<file path="config.mk">
export PLATFORM = sky130hd
export DESIGN_NAME = control_sequencer
export DESIGN_NICKNAME = d
export VERILOG_FILES = /design/src/rtl/control_sequencer.sv
export SDC_FILE = /design/constraint.sdc
export NUM_CORES = 1
export LEC_CHECK = 0
export CELL_PAD_IN_SITES_DETAIL_PLACEMENT = 1
export CELL_PAD_IN_SITES_GLOBAL_PLACEMENT = 2
export CORE_MARGIN = 4
export CORE_UTILIZATION = 18
export CTS_BUF_LIST = sky130_fd_sc_hd__clkbuf_8
export DETAILED_ROUTE_END_ITERATION = 6
export PLACE_DENSITY_LB_ADDON = 0.1
export SLEW_MARGIN = 10
export SYNTH_ARGS = -nofsm -noshare
export SYNTH_HDL_FRONTEND = slang
export SYNTH_SLANG_ARGS = --single-unit
</file>
<file path="constraint.sdc">
create_clock -name clock -period 1.8 [get_ports clock]
set_clock_uncertainty 0.15 [all_clocks]
set_input_delay 0.36 -clock clock [delete_from_list [all_inputs] [get_ports clock]]
set_output_delay 0.36 -clock clock [all_outputs]
set_load 0.1 [all_outputs]
</file>
<file path="src/rtl/control_sequencer.sv">
// control_sequencer: hardwired Mini-SRC control unit.
// Steps each instruction through fetch (T0..T2) and execute (T3..T7) states. It drives the
// register select/encode strobes, the datapath load/drive strobes, memory Read/Write and the
// ALU function code. It stalls in T1, in T6 (ld) and in T7 (st) until mem_ready is high.
//
// Ports:
//   clock, reset_n         rising-edge clock, asynchronous active-low reset
//   run_in                 start/continue, sampled only in T0
//   opcode[4:0]            IR[31:27], stable from T3 onward
//   con_ff                 branch condition flag, used in T6 of br
//   mem_ready              memory completed the current Read/Write
//   Gra..BAout             register select/encode strobes
//   PCout..LOin            datapath strobes
//   Read, Write            memory request
//   alu_op[4:0]            ALU function (opcode, or ADD for address/PC arithmetic)
//   run_out                low only in HALT
//   state[3:0]             current state (T0..T7 = 0..7, HALT = 8)
//
// Build option: define MULDIV_EN to execute mul/div. When it is undefined, mul/div run as nop
// and HIin/LOin stay 0.

module control_sequencer (
   input  logic       clock,
   input  logic       reset_n,
   input  logic       run_in,
   input  logic [4:0] opcode,
   input  logic       con_ff,
   input  logic       mem_ready,
   output logic       Gra,
   output logic       Grb,
   output logic       Grc,
   output logic       Rin,
   output logic       Rout,
   output logic       BAout,
   output logic       PCout,
   output logic       PCin,
   output logic       IncPC,
   output logic       MARin,
   output logic       MDRin,
   output logic       MDRout,
   output logic       IRin,
   output logic       Yin,
   output logic       Zin,
   output logic       Zlowout,
   output logic       Zhighout,
   output logic       Cout,
   output logic       CONin,
   output logic       HIin,
   output logic       LOin,
   output logic       Read,
   output logic       Write,
   output logic [4:0] alu_op,
   output logic       run_out,
   output logic [3:0] state
);

   localparam logic [4:0] OpLd   = 5'b00000;
   localparam logic [4:0] OpLdi  = 5'b00001;
   localparam logic [4:0] OpSt   = 5'b00010;
   localparam logic [4:0] OpAdd  = 5'b00011;
   localparam logic [4:0] OpOr   = 5'b01011;
   localparam logic [4:0] OpAddi = 5'b01100;
   localparam logic [4:0] OpOri  = 5'b01110;
   localparam logic [4:0] OpBr   = 5'b10011;
   localparam logic [4:0] OpJr   = 5'b10100;
   localparam logic [4:0] OpHalt = 5'b11011;
`ifdef MULDIV_EN
   localparam logic [4:0] OpMul  = 5'b01111;
   localparam logic [4:0] OpDiv  = 5'b10000;
`endif

   typedef enum logic [3:0] {
      StT0   = 4'd0,
      StT1   = 4'd1,
      StT2   = 4'd2,
      StT3   = 4'd3,
      StT4   = 4'd4,
      StT5   = 4'd5,
      StT6   = 4'd6,
      StT7   = 4'd7,
      StHalt = 4'd8
   } state_e;

   state_e state_q, state_d;

   logic is_rfmt, is_ifmt, is_ld, is_ldi, is_st, is_br, is_jr, is_halt;
`ifdef MULDIV_EN
   logic is_muldiv;
   assign is_muldiv = (opcode == OpMul) || (opcode == OpDiv);
`endif

   assign is_rfmt = (opcode >= OpAdd) && (opcode <= OpOr);
   assign is_ifmt = (opcode >= OpAddi) && (opcode <= OpOri);
   assign is_ld   = (opcode == OpLd);
   assign is_ldi  = (opcode == OpLdi);
   assign is_st   = (opcode == OpSt);
   assign is_br   = (opcode == OpBr);
   assign is_jr   = (opcode == OpJr);
   assign is_halt = (opcode == OpHalt);

   always_ff @(posedge clock or negedge reset_n) begin
      if (!reset_n) begin
         state_q <= StT0;
      end else begin
         state_q <= state_d;
      end
   end

   assign state = state_q;

   always_comb begin
      state_d  = state_q;
      Gra      = 1'b0;
      Grb      = 1'b0;
      Grc      = 1'b0;
      Rin      = 1'b0;
      Rout     = 1'b0;
      BAout    = 1'b0;
      PCout    = 1'b0;
      PCin     = 1'b0;
      IncPC    = 1'b0;
      MARin    = 1'b0;
      MDRin    = 1'b0;
      MDRout   = 1'b0;
      IRin     = 1'b0;
      Yin      = 1'b0;
      Zin      = 1'b0;
      Zlowout  = 1'b0;
      Zhighout = 1'b0;
      Cout     = 1'b0;
      CONin    = 1'b0;
      HIin     = 1'b0;
      LOin     = 1'b0;
      Read     = 1'b0;
      Write    = 1'b0;
      alu_op   = 5'b00000;
      run_out  = 1'b1;

      unique case (state_q)
         StT0: begin
            // Fetch strobes only in the cycle that actually starts an instruction, so an idle
            // T0 (and T0 held in reset) drives nothing onto the datapath.
            if (run_in && reset_n) begin
               PCout  = 1'b1;
               MARin  = 1'b1;
               IncPC  = 1'b1;
               Zin    = 1'b1;
               alu_op = OpAdd;
            end
            if (run_in) state_d = StT1;
         end
         StT1: begin
            Zlowout = 1'b1;
            PCin    = 1'b1;
            Read    = 1'b1;
            MDRin   = 1'b1;
            if (mem_ready) state_d = StT2;
         end
         StT2: begin
            MDRout  = 1'b1;
            IRin    = 1'b1;
            state_d = StT3;
         end
         StT3: begin
`ifdef MULDIV_EN
            if (is_muldiv) begin
               Gra     = 1'b1;
               Rout    = 1'b1;
               Yin     = 1'b1;
               state_d = StT4;
            end else
`endif
            if (is_rfmt || is_ifmt) begin
               Grb     = 1'b1;
               Rout    = 1'b1;
               Yin     = 1'b1;
               state_d = StT4;
            end else if (is_ldi || is_ld || is_st) begin
               Grb     = 1'b1;
               BAout   = 1'b1;
               Yin     = 1'b1;
               state_d = StT4;
            end else if (is_br) begin
               Gra     = 1'b1;
               Rout    = 1'b1;
               CONin   = 1'b1;
               state_d = StT4;
            end else if (is_jr) begin
               Gra     = 1'b1;
               Rout    = 1'b1;
               PCin    = 1'b1;
               state_d = StT0;
            end else if (is_halt) begin
               state_d = StHalt;
            end else begin
               state_d = StT0;  // nop and every undefined opcode
            end
         end
         StT4: begin
            state_d = StT5;
`ifdef MULDIV_EN
            if (is_muldiv) begin
               Grb    = 1'b1;
               Rout   = 1'b1;
               Zin    = 1'b1;
               alu_op = opcode;
            end else
`endif
            if (is_rfmt) begin
               Grc    = 1'b1;
               Rout   = 1'b1;
               Zin    = 1'b1;
               alu_op = opcode;
            end else if (is_ifmt) begin
               Cout   = 1'b1;
               Zin    = 1'b1;
               alu_op = opcode;
            end else if (is_ldi || is_ld || is_st) begin
               Cout   = 1'b1;
               Zin    = 1'b1;
               alu_op = OpAdd;
            end else if (is_br) begin
               PCout = 1'b1;
               Yin   = 1'b1;
            end else begin
               state_d = StT0;
            end
         end
         StT5: begin
            state_d = StT0;
`ifdef MULDIV_EN
            if (is_muldiv) begin
               Zlowout = 1'b1;
               LOin    = 1'b1;
               state_d = StT6;
            end else
`endif
            if (is_rfmt || is_ifmt || is_ldi) begin
               Zlowout = 1'b1;
               Gra     = 1'b1;
               Rin     = 1'b1;
            end else if (is_ld || is_st) begin
               Zlowout = 1'b1;
               MARin   = 1'b1;
               state_d = StT6;
            end else if (is_br) begin
               Cout    = 1'b1;
               Zin     = 1'b1;
               alu_op  = OpAdd;
               state_d = StT6;
            end
         end
         StT6: begin
            state_d = StT0;
`ifdef MULDIV_EN
            if (is_muldiv) begin
               Zhighout = 1'b1;
               HIin     = 1'b1;
            end else
`endif
            if (is_ld) begin
               Read  = 1'b1;
               MDRin = 1'b1;
               state_d = mem_ready ? StT7 : StT6;
            end else if (is_st) begin
               // Read low steers the bus, not memory, into MDR.
               Gra     = 1'b1;
               Rout    = 1'b1;
               MDRin   = 1'b1;
               state_d = StT7;
            end else if (is_br && con_ff) begin
               Zlowout = 1'b1;
               PCin    = 1'b1;
            end
         end
         StT7: begin
            state_d = StT0;
            if (is_ld) begin
               MDRout = 1'b1;
               Gra    = 1'b1;
               Rin    = 1'b1;
            end else if (is_st) begin
               Write   = 1'b1;
               state_d = mem_ready ? StT0 : StT7;
            end
         end
         StHalt: begin
            run_out = 1'b0;
            state_d = StHalt;
         end
         default: state_d = StT0;
      endcase
   end

endmodule

</file>
# Word level (Yosys, flattened, before mapping)
# Index checks and enable logic that the tools add are counted.
dict set report totals {
  in_bits 10
  register_bits 4
}
dict set report op_classes {
  n_reduce_logical 12
  muxes 84
  n_eq_ne 15
  n_lt_le_gt_ge 4
}
# cell count
set ops {}
lappend ops {{two-way mux 1 bit} 43}
lappend ops {{two-way mux 3 bit} 12}
lappend ops {{case mux 4 bit (9 select lines)} 1}
lappend ops {{two-way mux 4 bit} 7}
lappend ops {{equality test 4 x 3 -> 1 bit (second input constant)} 4}
lappend ops {{case mux 1 bit (2 select lines)} 8}
lappend ops {{equality test 5 bit (second input constant)} 3}
lappend ops {{case mux 5 bit (3 select lines)} 1}
lappend ops {{case mux 1 bit (3 select lines)} 4}
lappend ops {{less-or-equal comparator 5 x 4 -> 1 bit (second input constant)} 2}
lappend ops {{two-way mux 2 bit} 5}
lappend ops {{two-way mux 5 bit} 2}
lappend ops {{equality test 4 x 2 -> 1 bit (second input constant)} 2}
lappend ops {{equality test 5 x 1 -> 1 bit (second input constant)} 1}
lappend ops {{equality test 5 x 2 -> 1 bit (second input constant)} 1}
lappend ops {{>= comparator 5 x 2 -> 1 bit (second input constant)} 1}
lappend ops {{>= comparator 5 x 4 -> 1 bit (second input constant)} 1}
lappend ops {{zero test 5 bit} 1}
lappend ops {{logical OR 1 bit} 5}
lappend ops {{equality test 4 x 1 -> 1 bit (second input constant)} 1}
lappend ops {{equality test 4 bit (second input constant)} 1}
lappend ops {{logical AND 1 bit} 4}
lappend ops {{zero test 4 bit} 1}
lappend ops {{!= test 2 bit (second input constant)} 2}
lappend ops {{other kinds (2)} 2}

# Longest topological paths before layout
# Gate-level depths: netlist of run 1.
dict set report logic_depth {
  word_depth 7
  depth_mapped 6
}

# Worst setup path before layout of run 1
# OpenSTA, ideal clock, no wires.
dict set report synth_timing {
  path_kind {register to output}
  start {reg state_q[1], in the netlist state[1]}
  end {out Yin}
  arrival_ns 4.712
  n_path_buf 1
  stages_incl_launch_ff 5
  slack_ns -3.422
  cell_sequence {dfrtp_1 -> clkbuf_1 -> and4bb_2 -> nor3b_1 -> nand2b_1}
}
dict set report synth_via {
  elab_chain_len 2
}
# item line_no
set synth_lines {}
lappend synth_lines {{from (decl)} 84} ;# state_e state_q, state_d;
lappend synth_lines {{from (signal assigned)} 103} ;# state_q <= StT0;
lappend synth_lines {{from (signal assigned)} 105} ;# state_q <= state_d;
lappend synth_lines {{equality test 4 x 3 -> 1 bit or equality test 4 x 2 -> 1 bit (tied branches)} 139} ;# unique case (state_q)
lappend synth_lines {{case mux 1 bit (2 select lines) *} 139}
lappend synth_lines {{to (decl)} 42} ;# output logic Yin,
# Every way passes the cells marked *; elsewhere a longest branch is shown, timed or not.

# Final worst setup path of run 1
dict set report layout_timing {
  start {reg state_q[1], in the netlist state[1]}
  end {out Rout}
}
dict set report layout_via {
  elab_chain_len 2
}
# item line_no
set layout_lines {}
lappend layout_lines {{equality test 4 x 3 -> 1 bit or equality test 4 x 2 -> 1 bit (tied branches)} 139}
lappend layout_lines {{case mux 1 bit (3 select lines) *} 139}
lappend layout_lines {{to (decl)} 33} ;# output logic Rout,
# Marks and branches as above.

==> results of run 1 <==
## area by class of cell
type	count	area [um2]
clock buffer	3	41.3
tap	52	65.1
multi-input combinational	108	1010
fill	479	1760
timing repair buffer	116	1380
inverter	3	15.0
sequential	4	113
## through the flow
step                      TNS, ns  hold slack [ns]
after global placement     -16.80            0.505
after detailed placement   -17.76            0.515
after floorplan            -17.62          -0.0856
after global routing       -12.12            0.302
final                      -10.80            0.278
after CTS                  -10.65            0.279
## routing by layer
layer / vias up / routed length, um / global-route usage, % / part of all wire (%)
met5: - / 0 / 0 / 0
met3: 13 / 175 / 1.06 / 3.3
li1: 666 / - / - / -
met4: 0 / 158 / 6.21 / 3.0
met2: 46 / 2880 / 35.4 / 55
met1: 693 / 2070 / 21.6 / 39
## power by group through the flow
stage / Clock [mW] / Combinational [mW] / Sequential, mW
finish: 0.200 / 3.46 / 0.205
global route: 0.207 / 3.59 / 0.210
CTS: 0.196 / 3.24 / 0.203
detailed placement: 0 / 2.81 / 0.228
global placement: 0 / 2.78 / 0.223
floorplan: 0 / 1.63 / 0.348
## worst reg2reg max path: cells and delay by family (launching register included)
family	cells	cell delay, ns
buffers and inverters	4	0.47
AO/OA/AOI/OAI	1	0.26
flip-flops	1	0.40
AND/OR/NAND/NOR	3	0.51
## cells in the mapped netlist, drive strengths merged, types with 2 or more instances
master,count,area [um2]
nor4,4,46.3
o21ai,11,55.1
nand4,3,18.8
nand2,17,66.3
nor3b,3,22.5
a21oi,6,30.0
o211ai,2,15.0
nor2,16,60.1
and3b,2,18.8
nand2b,5,31.3
and2,2,12.5
nor3,5,25.0
buf,12,76.3
nand3,3,15.0
dfrtp,4,100
inv,3,11.3
clkbuf,3,11.3
and3,5,31.3
nand3b,2,15.0
o22ai,2,12.5
## kinds of logic (layout without fill, tap and decap cells)
logic type / after synthesis / count (layout) / synth area share [%]
multiplexers: 1 / 1 / 1.22
XOR/XNOR: 1 / 1 / 1.07
buffers and inverters: 18 / 122 / 12.0
AND/OR/NAND/NOR: 73 / 73 / 51.1
AO/OA/AOI/OAI: 29 / 29 / 22.0
other: 1 / 4 / 0.457
flip-flops: 4 / 4 / 12.2
## timing repair
item | CTS | global route
pin swaps | 23 | 18
buffers inserted | 18 | 10
resized for setup | 60 | 32
setup endpoints to repair | 29 | 29
## worst max path at each step
stage,start,endpoint,cells past startpoint
5_1_grt,state[3],Rout,6
3_5_place_dp,opcode[3],alu_op[1],7
6_report,state[1],Rout,5
3_3_place_gp,opcode[3],alu_op[1],7
2_1_floorplan,state[2],Yin,4
4_1_cts,state[1],Rout,5
==> flow_metrics.env, run 1 <==
export IMPL_vias=1418
export IMPL_clock_root_buffer="clkbuf_8"
export IMPL_wl_um=5290
export IMPL_final_util_pct=59.9
export IMPL_finalMaxSlewViolations=0
export IMPL_crit_path_end_kind="output port"
export IMPL_synthFlopType="dfrtp_1"
export IMPL_finalSetupViolations=26
export IMPL_combPwrFrac_pct=89.5
export IMPL_crit_slowest_cell="dfrtp_4"
export IMPL_maxCapViolations=0
export IMPL_p_per_area_nw_per_um2=1470
export IMPL_placed_cell_area_um2=2160
export IMPL_arrival_ns=1.85
export IMPL_final_period_utilization_pct=131
export IMPL_dr_pass1_iters=4
export IMPL_r2r_start="state[3]"
export IMPL_cp_max_fo=5
export IMPL_cpLargestDelayFamily="simple AND/OR/NAND/NOR gates"
export IMPL_setup_ws_ns=-0.560
export IMPL_r2r_slack_ns=-0.07
export IMPL_die_w_um=75.5
export IMPL_most_common_layout_cells="buf_4, buf_12, buf_6, nor2_1, nand2_1"
export IMPL_rr_endpoint="state[3]"
export IMPL_antenna_found_initial=0
export IMPL_wl_per_cell_um=18.5
export IMPL_chipHeight_um=75.5
export IMPL_clock_latency_ns=0.23
export IMPL_cp_cell_sequence="nor4_4, buf_4, and3_4, nand3b_1, buf_12"
export IMPL_p_switching_mw=2.09
export IMPL_synth_cells=127
export IMPL_syn2layout_area_growth_pct=220
export IMPL_routed_via_density=4.96
export IMPL_grt_pass1_wl_um=7940
export IMPL_synthArstFlopShare_pct=100
export IMPL_cts_htree_levels=1
export IMPL_fp_row_count=24
export IMPL_worst_ep_required_time_ns=1.29
export IMPL_dpl_hpwl_um=3570
export IMPL_grt_pass1_vias=1529
export IMPL_ir_drop_mv=1.28
export IMPL_fin_crit_ns=2.36
export IMPL_cts_tree="yes"
export IMPL_fin_area_um2=2630
export IMPL_place_gp_congestion=0.837
export IMPL_layout_commonest_cell="buf_4"
export IMPL_hold_path_class="in -> async"
export IMPL_start_util_pct=18.7
export IMPL_dp_slack_ns=-0.809
export IMPL_drive_gt1_share_pct=73.9
export IMPL_clock_path_buffers=2
export IMPL_ant_nets=0
export IMPL_dp_cells=259
export IMPL_p_int_mw=1.77
export IMPL_route_detailed_drc=0
export IMPL_cts_sinks=4
export IMPL_timing_final_hold_violations=0
export IMPL_violations="negative setup slack"
export IMPL_syn_area_per_cell_um2=6.46
export IMPL_status="complete, but fails checks"
export IMPL_finalPower_mw=3.86
export IMPL_grt_util_all_layers_pct=18.5
export IMPL_max_stage_delay_ns=0.51
export IMPL_die_area_um2=5700
export IMPL_boundaryPins=43
export IMPL_finalNonFillerCells=286
export IMPL_placement_io_buffers=38
export IMPL_largest_reg_flops=4
export IMPL_num_antenna_cells=0
export IMPL_yosysUniqueCellTypes=44
export IMPL_yosys_register_bits=4
export IMPL_netSwitchingFraction_pct=54.2
export IMPL_num_nets_final=246
export IMPL_clock_fmax_ghz=0.424
export IMPL_synth_edf_count=0
export IMPL_gr_total_overflow=0
export IMPL_numCtsBuffers=3
export IMPL_pwr_share_seq_pct=5.3
export IMPL_grt_max_degree=12
export IMPL_r2r_cells=8
export IMPL_synth_warnings=0
export IMPL_coreArea_um2=4380
export IMPL_critPathBufInv=2
export IMPL_worst_setup_path_start_kind="flip-flop"
export IMPL_p_clk_share_pct=5.2
export IMPL_postCtsHoldBufs=0
export IMPL_syn_cell_area_um2=821
export IMPL_synth_seq_area_share_pct=12.2
export IMPL_clk_pin_slew_ns=0.04
export IMPL_rsz0062_at_grt="true"
export IMPL_p_leak_nw=1.15
export IMPL_drt_iter0_markers=58
export IMPL_path_class="reg -> out"
Note: power is estimated with default switching activity, not from simulation.
==> inputs of run 2 (changes only) <==
--- a/config.mk
+++ b/config.mk
@@ -11,7 +11,9 @@
 export CORE_UTILIZATION = 18
 export CTS_BUF_LIST = sky130_fd_sc_hd__clkbuf_8
 export DETAILED_ROUTE_END_ITERATION = 6
+export HOLD_SLACK_MARGIN = 0.1
 export PLACE_DENSITY_LB_ADDON = 0.1
+export SKIP_LAST_GASP = 1
 export SLEW_MARGIN = 10
 export SYNTH_ARGS = -nofsm -noshare
 export SYNTH_HDL_FRONTEND = slang
==> constraint.sdc (replaced) <==
create_clock -name clock -period 1.8 [get_ports clock]
set_clock_uncertainty 0.15 [all_clocks]
set_input_delay 0.36 -clock clock [delete_from_list [all_inputs] [get_ports clock]]
set_output_delay 0.36 -clock clock [all_outputs]
set_load 0.05 [all_outputs]
==> flow_metrics.env, run 2 (same netlist as run 1, synthesis figures left out) <==
export IMPL_wl_um=5070
export IMPL_finalSetupViolations=25
export IMPL_clk_pin_slew_ns=0.03
export IMPL_dp_slack_ns=-0.801
export IMPL_place_gp_congestion=0.828
export IMPL_crit_path_end_kind="output port"
export IMPL_largest_reg_flops=4
export IMPL_drt_iter0_markers=42
export IMPL_worst_setup_path_start_kind="flip-flop"
export IMPL_hold_ws_ns=0.322
export IMPL_grt_util_all_layers_pct=18.2
export IMPL_worst_ep_required_time_ns=1.29
export IMPL_violations="negative setup slack"
export IMPL_crit_slowest_cell="dfrtp_2"
export IMPL_p_leak_nw=1.14
export IMPL_max_stage_delay_ns=0.42
export IMPL_antenna_found_initial=0
export IMPL_timing_final_hold_violations=0
export IMPL_cp_max_fo=3
export IMPL_fp_row_count=24
export IMPL_drive_gt1_share_pct=75.6
export IMPL_postCtsHoldBufs=0
export IMPL_routed_via_density=4.80
export IMPL_hold_path_class="in -> async"
export IMPL_route_detailed_drc=0
export IMPL_die_area_um2=5700
export IMPL_p_per_area_nw_per_um2=1230
export IMPL_num_nets_final=250
export IMPL_vias=1391
export IMPL_boundaryPins=43
export IMPL_gr_total_overflow=0
export IMPL_chipHeight_um=75.5
export IMPL_final_period_utilization_pct=124
export IMPL_cts_htree_levels=1
export IMPL_fin_crit_ns=2.23
export IMPL_start_util_pct=18.7
export IMPL_finalNonFillerCells=290
export IMPL_num_antenna_cells=0
export IMPL_cts_tree="yes"
export IMPL_rsz0062_at_grt="true"
export IMPL_die_w_um=75.5
export IMPL_finalMaxSlewViolations=0
export IMPL_cts_sinks=4
export IMPL_grt_pass1_vias=1511
export IMPL_setup_ws_ns=-0.427
export IMPL_clock_fmax_ghz=0.449
export IMPL_wl_per_cell_um=17.5
export IMPL_clock_latency_ns=0.21
export IMPL_cp_common_cell="buf_6"
export IMPL_layout_commonest_cell="buf_4"
export IMPL_dp_cells=261
export IMPL_path_class="reg -> out"
export IMPL_coreArea_um2=4380
export IMPL_fillCellCount=474
export IMPL_arrival_ns=1.72
export IMPL_cpLargestDelayFamily="simple AND/OR/NAND/NOR gates"
export IMPL_grt_pass1_wl_um=7950
export IMPL_dr_pass1_iters=4
export IMPL_maxCapViolations=0
export IMPL_grt_max_degree=11
export IMPL_critPathBufInv=3
export IMPL_clock_root_buffer="clkbuf_8"
export IMPL_ant_nets=0
export IMPL_tns_ns=-8.00
export IMPL_dpl_hpwl_um=3560
export IMPL_clock_path_buffers=2
export IMPL_status="complete, but fails checks"
export IMPL_finalPower_mw=3.23
export IMPL_syn2layout_area_growth_pct=221
export IMPL_ir_drop_mv=0.914
export IMPL_cp_cell_sequence="buf_6, and4bb_2, buf_6, nor3b_4, nand2b_4, buf_12"
export IMPL_placement_io_buffers=38
export IMPL_numCtsBuffers=3
export IMPL_most_common_layout_cells="buf_4, buf_12, buf_6, nor2_1, nand2_1"
[run 2: cell types whose count changed in the layout (fill, tap and decap cells not counted), moves of 3 or more]
cell,delta
buf_4,+7
buf_12,-4
buf_6,-4
buf_8,+4
dfrtp_2,+3
dfrtp_4,-3
o21ai_0,+3
[run 2: timing repair]
item	CTS	global route
endpoints found under the setup margin	29	28
pin swaps	22	18
endpoints found under the hold margin	0	0
gates resized for setup	79	23
setup buffers	19	9
[run 2: where the power goes]
| part | total (mW) | internal (mW) | switching (mW) | leakage, nW |
|---|---|---|---|---|
| clock | 0.185 | 0.142 | 0.0429 | 0.0216 |
| sequential | 0.199 | 0.124 | 0.0753 | 0.0465 |
| combinational | 2.85 | 1.46 | 1.39 | 1.08 |
[run 2: metal layers]
layer  vias to the layer above  share of wire [%]  track usage, %
met5                         -                  0               0
met4                         0               0.28            2.33
met3                         2                2.5           0.923
met2                        27                 54            35.2
met1                       684                 44            22.6
li1                        678                  -               -
[run 2: stage by stage]
step / utilization (%) / cell area, um2
finish: 60.1 / 2640
global route: 60.1 / 2640
CTS: 57.5 / 2520
detailed placement: 48.4 / 2120
global placement: 48.4 / 2120
floorplan: - / 1110
[run 2: layout make-up]
class / count / area (um2) / area share [%]
Tap cell: 52 / 65.1 / 2.47
Sequential cell: 4 / 105 / 3.99
Timing Repair Buffer: 120 / 1370 / 51.9
Multi-Input combinational cell: 108 / 1040 / 39.6
Inverter: 3 / 13.8 / 0.522
Clock buffer: 3 / 41.3 / 1.57
[run 2: final timing paths]
check	to	from	slack (ns)	depth (start not counted)
max reg2reg	state[3]	state[3]	0.02	7
min	state[1]	reset_n	0.32	2
min reg2reg	state[1]	state[3]	0.69	5
min in group clock	state[2]	opcode[4]	0.43	4
max in group asynchronous	state[0]	reset_n	1.07	2
max	Yin	state[3]	-0.43	6
[run 2: worst reg2reg max path, cell delays in order, from the launching register on]
cell	delay [ns]
dfrtp_2	0.42
buf_6	0.13
and4bb_2	0.35
buf_6	0.13
nand2_4	0.06
buf_4	0.13
o31a_1	0.24
nor2_1	0.10
==> inputs of run 3 (changes only) <==
--- a/config.mk
+++ b/config.mk
@@ -12,7 +12,8 @@
 export CTS_BUF_LIST = sky130_fd_sc_hd__clkbuf_8
 export DETAILED_ROUTE_END_ITERATION = 6
 export HOLD_SLACK_MARGIN = 0.1
-export PLACE_DENSITY_LB_ADDON = 0.1
+export PLACE_DENSITY_LB_ADDON = 0.15
+export REMOVE_ABC_BUFFERS = 1
 export SKIP_LAST_GASP = 1
 export SLEW_MARGIN = 10
 export SYNTH_ARGS = -nofsm -noshare
==> flow_metrics.env, run 3 (same netlist as run 1, synthesis figures left out) <==
export IMPL_cts_tree="yes"
export IMPL_status="complete, but fails checks"
export IMPL_grt_busiest_layer="met2"
export IMPL_finalMaxSlewViolations=0
export IMPL_max_stage_delay_ns=0.42
export IMPL_vias=1477
export IMPL_routed_via_density=4.97
export IMPL_most_common_layout_cells="buf_4, buf_6, buf_12, nand2_1, nor2_1"
export IMPL_cp_cell_sequence="buf_6, and4bb_2, and3b_2, buf_6, o2bb2ai_4, buf_12"
export IMPL_fin_crit_ns=2.27
export IMPL_violations="negative setup slack"
export IMPL_chipHeight_um=75.5
export IMPL_hold_path_class="in -> async"
export IMPL_route_detailed_drc=0
export IMPL_cts_htree_levels=1
export IMPL_worst_ep_required_time_ns=1.29
export IMPL_final_period_utilization_pct=126
export IMPL_cts_sinks=4
export IMPL_grt_pass1_wl_um=7260
export IMPL_clock_latency_ns=0.22
export IMPL_maxCapViolations=0
export IMPL_crit_path_end_kind="output port"
export IMPL_grt_util_all_layers_pct=16.5
export IMPL_postCtsHoldBufs=0
export IMPL_gr_total_overflow=0
export IMPL_arrival_ns=1.76
export IMPL_place_gp_congestion=0.817
export IMPL_wl_per_cell_um=18.8
export IMPL_slew_headroom_pct=62.5
export IMPL_rsz0062_at_grt="true"
export IMPL_numCtsBuffers=3
export IMPL_hold_ws_ns=0.305
export IMPL_worst_slew_pin_slew_ns=0.561
export IMPL_worst_setup_path_start_kind="flip-flop"
export IMPL_num_nets_final=257
export IMPL_clock_root_buffer="clkbuf_8"
export IMPL_drive_gt1_share_pct=70.6
export IMPL_start_util_pct=18.7
export IMPL_drt_iter0_markers=49
export IMPL_ant_nets=0
export IMPL_placement_io_buffers=38
export IMPL_path_class="reg -> out"
export IMPL_coreArea_um2=4380
export IMPL_timing_final_hold_violations=0
export IMPL_wl_um=5580
export IMPL_layout_commonest_cell="buf_4"
export IMPL_final_util_pct=57.9
export IMPL_cp_common_cell="buf_6"
export IMPL_clk_pin_slew_ns=0.03
export IMPL_finalPower_mw=3.26
export IMPL_tns_ns=-9.17
export IMPL_dr_pass1_iters=4
export IMPL_grt_max_degree=11
export IMPL_antenna_found_initial=0
export IMPL_largest_reg_flops=4
export IMPL_clock_fmax_ghz=0.440
export IMPL_finalSetupViolations=29
export IMPL_setup_ws_ns=-0.471
export IMPL_p_per_area_nw_per_um2=1280
export IMPL_ir_drop_mv=0.640
export IMPL_die_w_um=75.5
export IMPL_crit_slowest_cell="dfrtp_1"
export IMPL_cp_max_fo=4
export IMPL_dpl_hpwl_um=3410
export IMPL_die_area_um2=5700
export IMPL_globalRouteMet1Util_pct=20.8
export IMPL_num_antenna_cells=0
export IMPL_boundaryPins=43
export IMPL_grtUsageMet2_pct=30.5
export IMPL_grt_pass1_vias=1492
export IMPL_p_leak_nw=1.15
export IMPL_grt_met3_usage_pct=1.58
export IMPL_fp_row_count=24
export IMPL_clock_path_buffers=2
export IMPL_syn2layout_area_growth_pct=209
-- run 3: cell types whose count changed in the layout (fill, tap and decap cells not counted), moves of 2 or more --
| cell | previous run | this run |
|---|---|---|
| o21ai_2 | 1 | 4 |
| nand2_1 | 8 | 13 |
| buf_4 | 59 | 67 |
| buf_8 | 5 | 1 |
| o21ai_4 | 2 | 0 |
| buf_6 | 23 | 27 |
| nor3_2 | 0 | 2 |
| nor2_4 | 6 | 4 |
| nand2_2 | 5 | 1 |
| o21ai_1 | 3 | 1 |
| nor3_4 | 5 | 2 |
| inv_1 | 1 | 3 |
-- run 3: timing repair --
item                                    in CTS  in global routing
endpoints found under the hold margin        0                  0
setup buffers                               17                 23
pin swaps                                   14                 23
endpoints found under the setup margin      29                 27
gates resized for setup                     80                 45
-- run 3: power by group --
part	total, mW	switching, mW	leakage (nW)	internal [mW]
registers	0.217	0.0944	0.0481	0.123
clock network	0.189	0.0464	0.0216	0.143
logic	2.85	1.37	1.08	1.48
-- run 3: through the flow --
step | worst slack (ns) | cell area (um2) | std cells
2_1_floorplan | -1.72 | 744 | 115
3_3_place_gp | -0.784 | 1840 | 258
3_5_place_dp | -0.854 | 1840 | 258
4_1_cts | -0.455 | 2220 | 278
5_1_grt | -0.512 | 2540 | 297
6_report | -0.471 | 2540 | 297
-- run 3: worst max-delay path: cells and delay by family (launching register included) --
family / cells / cell delay [ns]
simple gates: 2 / 0.59
flops: 1 / 0.42
buf+inv: 3 / 0.40
compound gates: 1 / 0.13
-- run 3: per-layer routing --
metal,up-vias,wire length (um)
met5,-,0
met4,0,153
met3,14,192
met2,44,3000
met1,733,2240
li1,686,-
-- run 3: final timing paths --
path	from	end	slack, ns	depth (start not counted)
min in group clock	opcode[2]	state[3]	0.52	4
worst max register to register	state[3]	state[3]	-0.13	8
worst max-delay path	state[3]	PCin	-0.47	6
max in group asynchronous	reset_n	state[0]	1.08	2
worst min register to register	state[0]	state[0]	0.73	4
worst min-delay path	reset_n	state[3]	0.31	2
-- run 3: final cells by class --
class,count,area (um2)
multi-input cells,108,911
repair buffers,127,1410
fillers,489,1840
well taps,52,65.1
clock buffers,3,41.3
inverters,3,11.3
flip-flops and latches,4,104
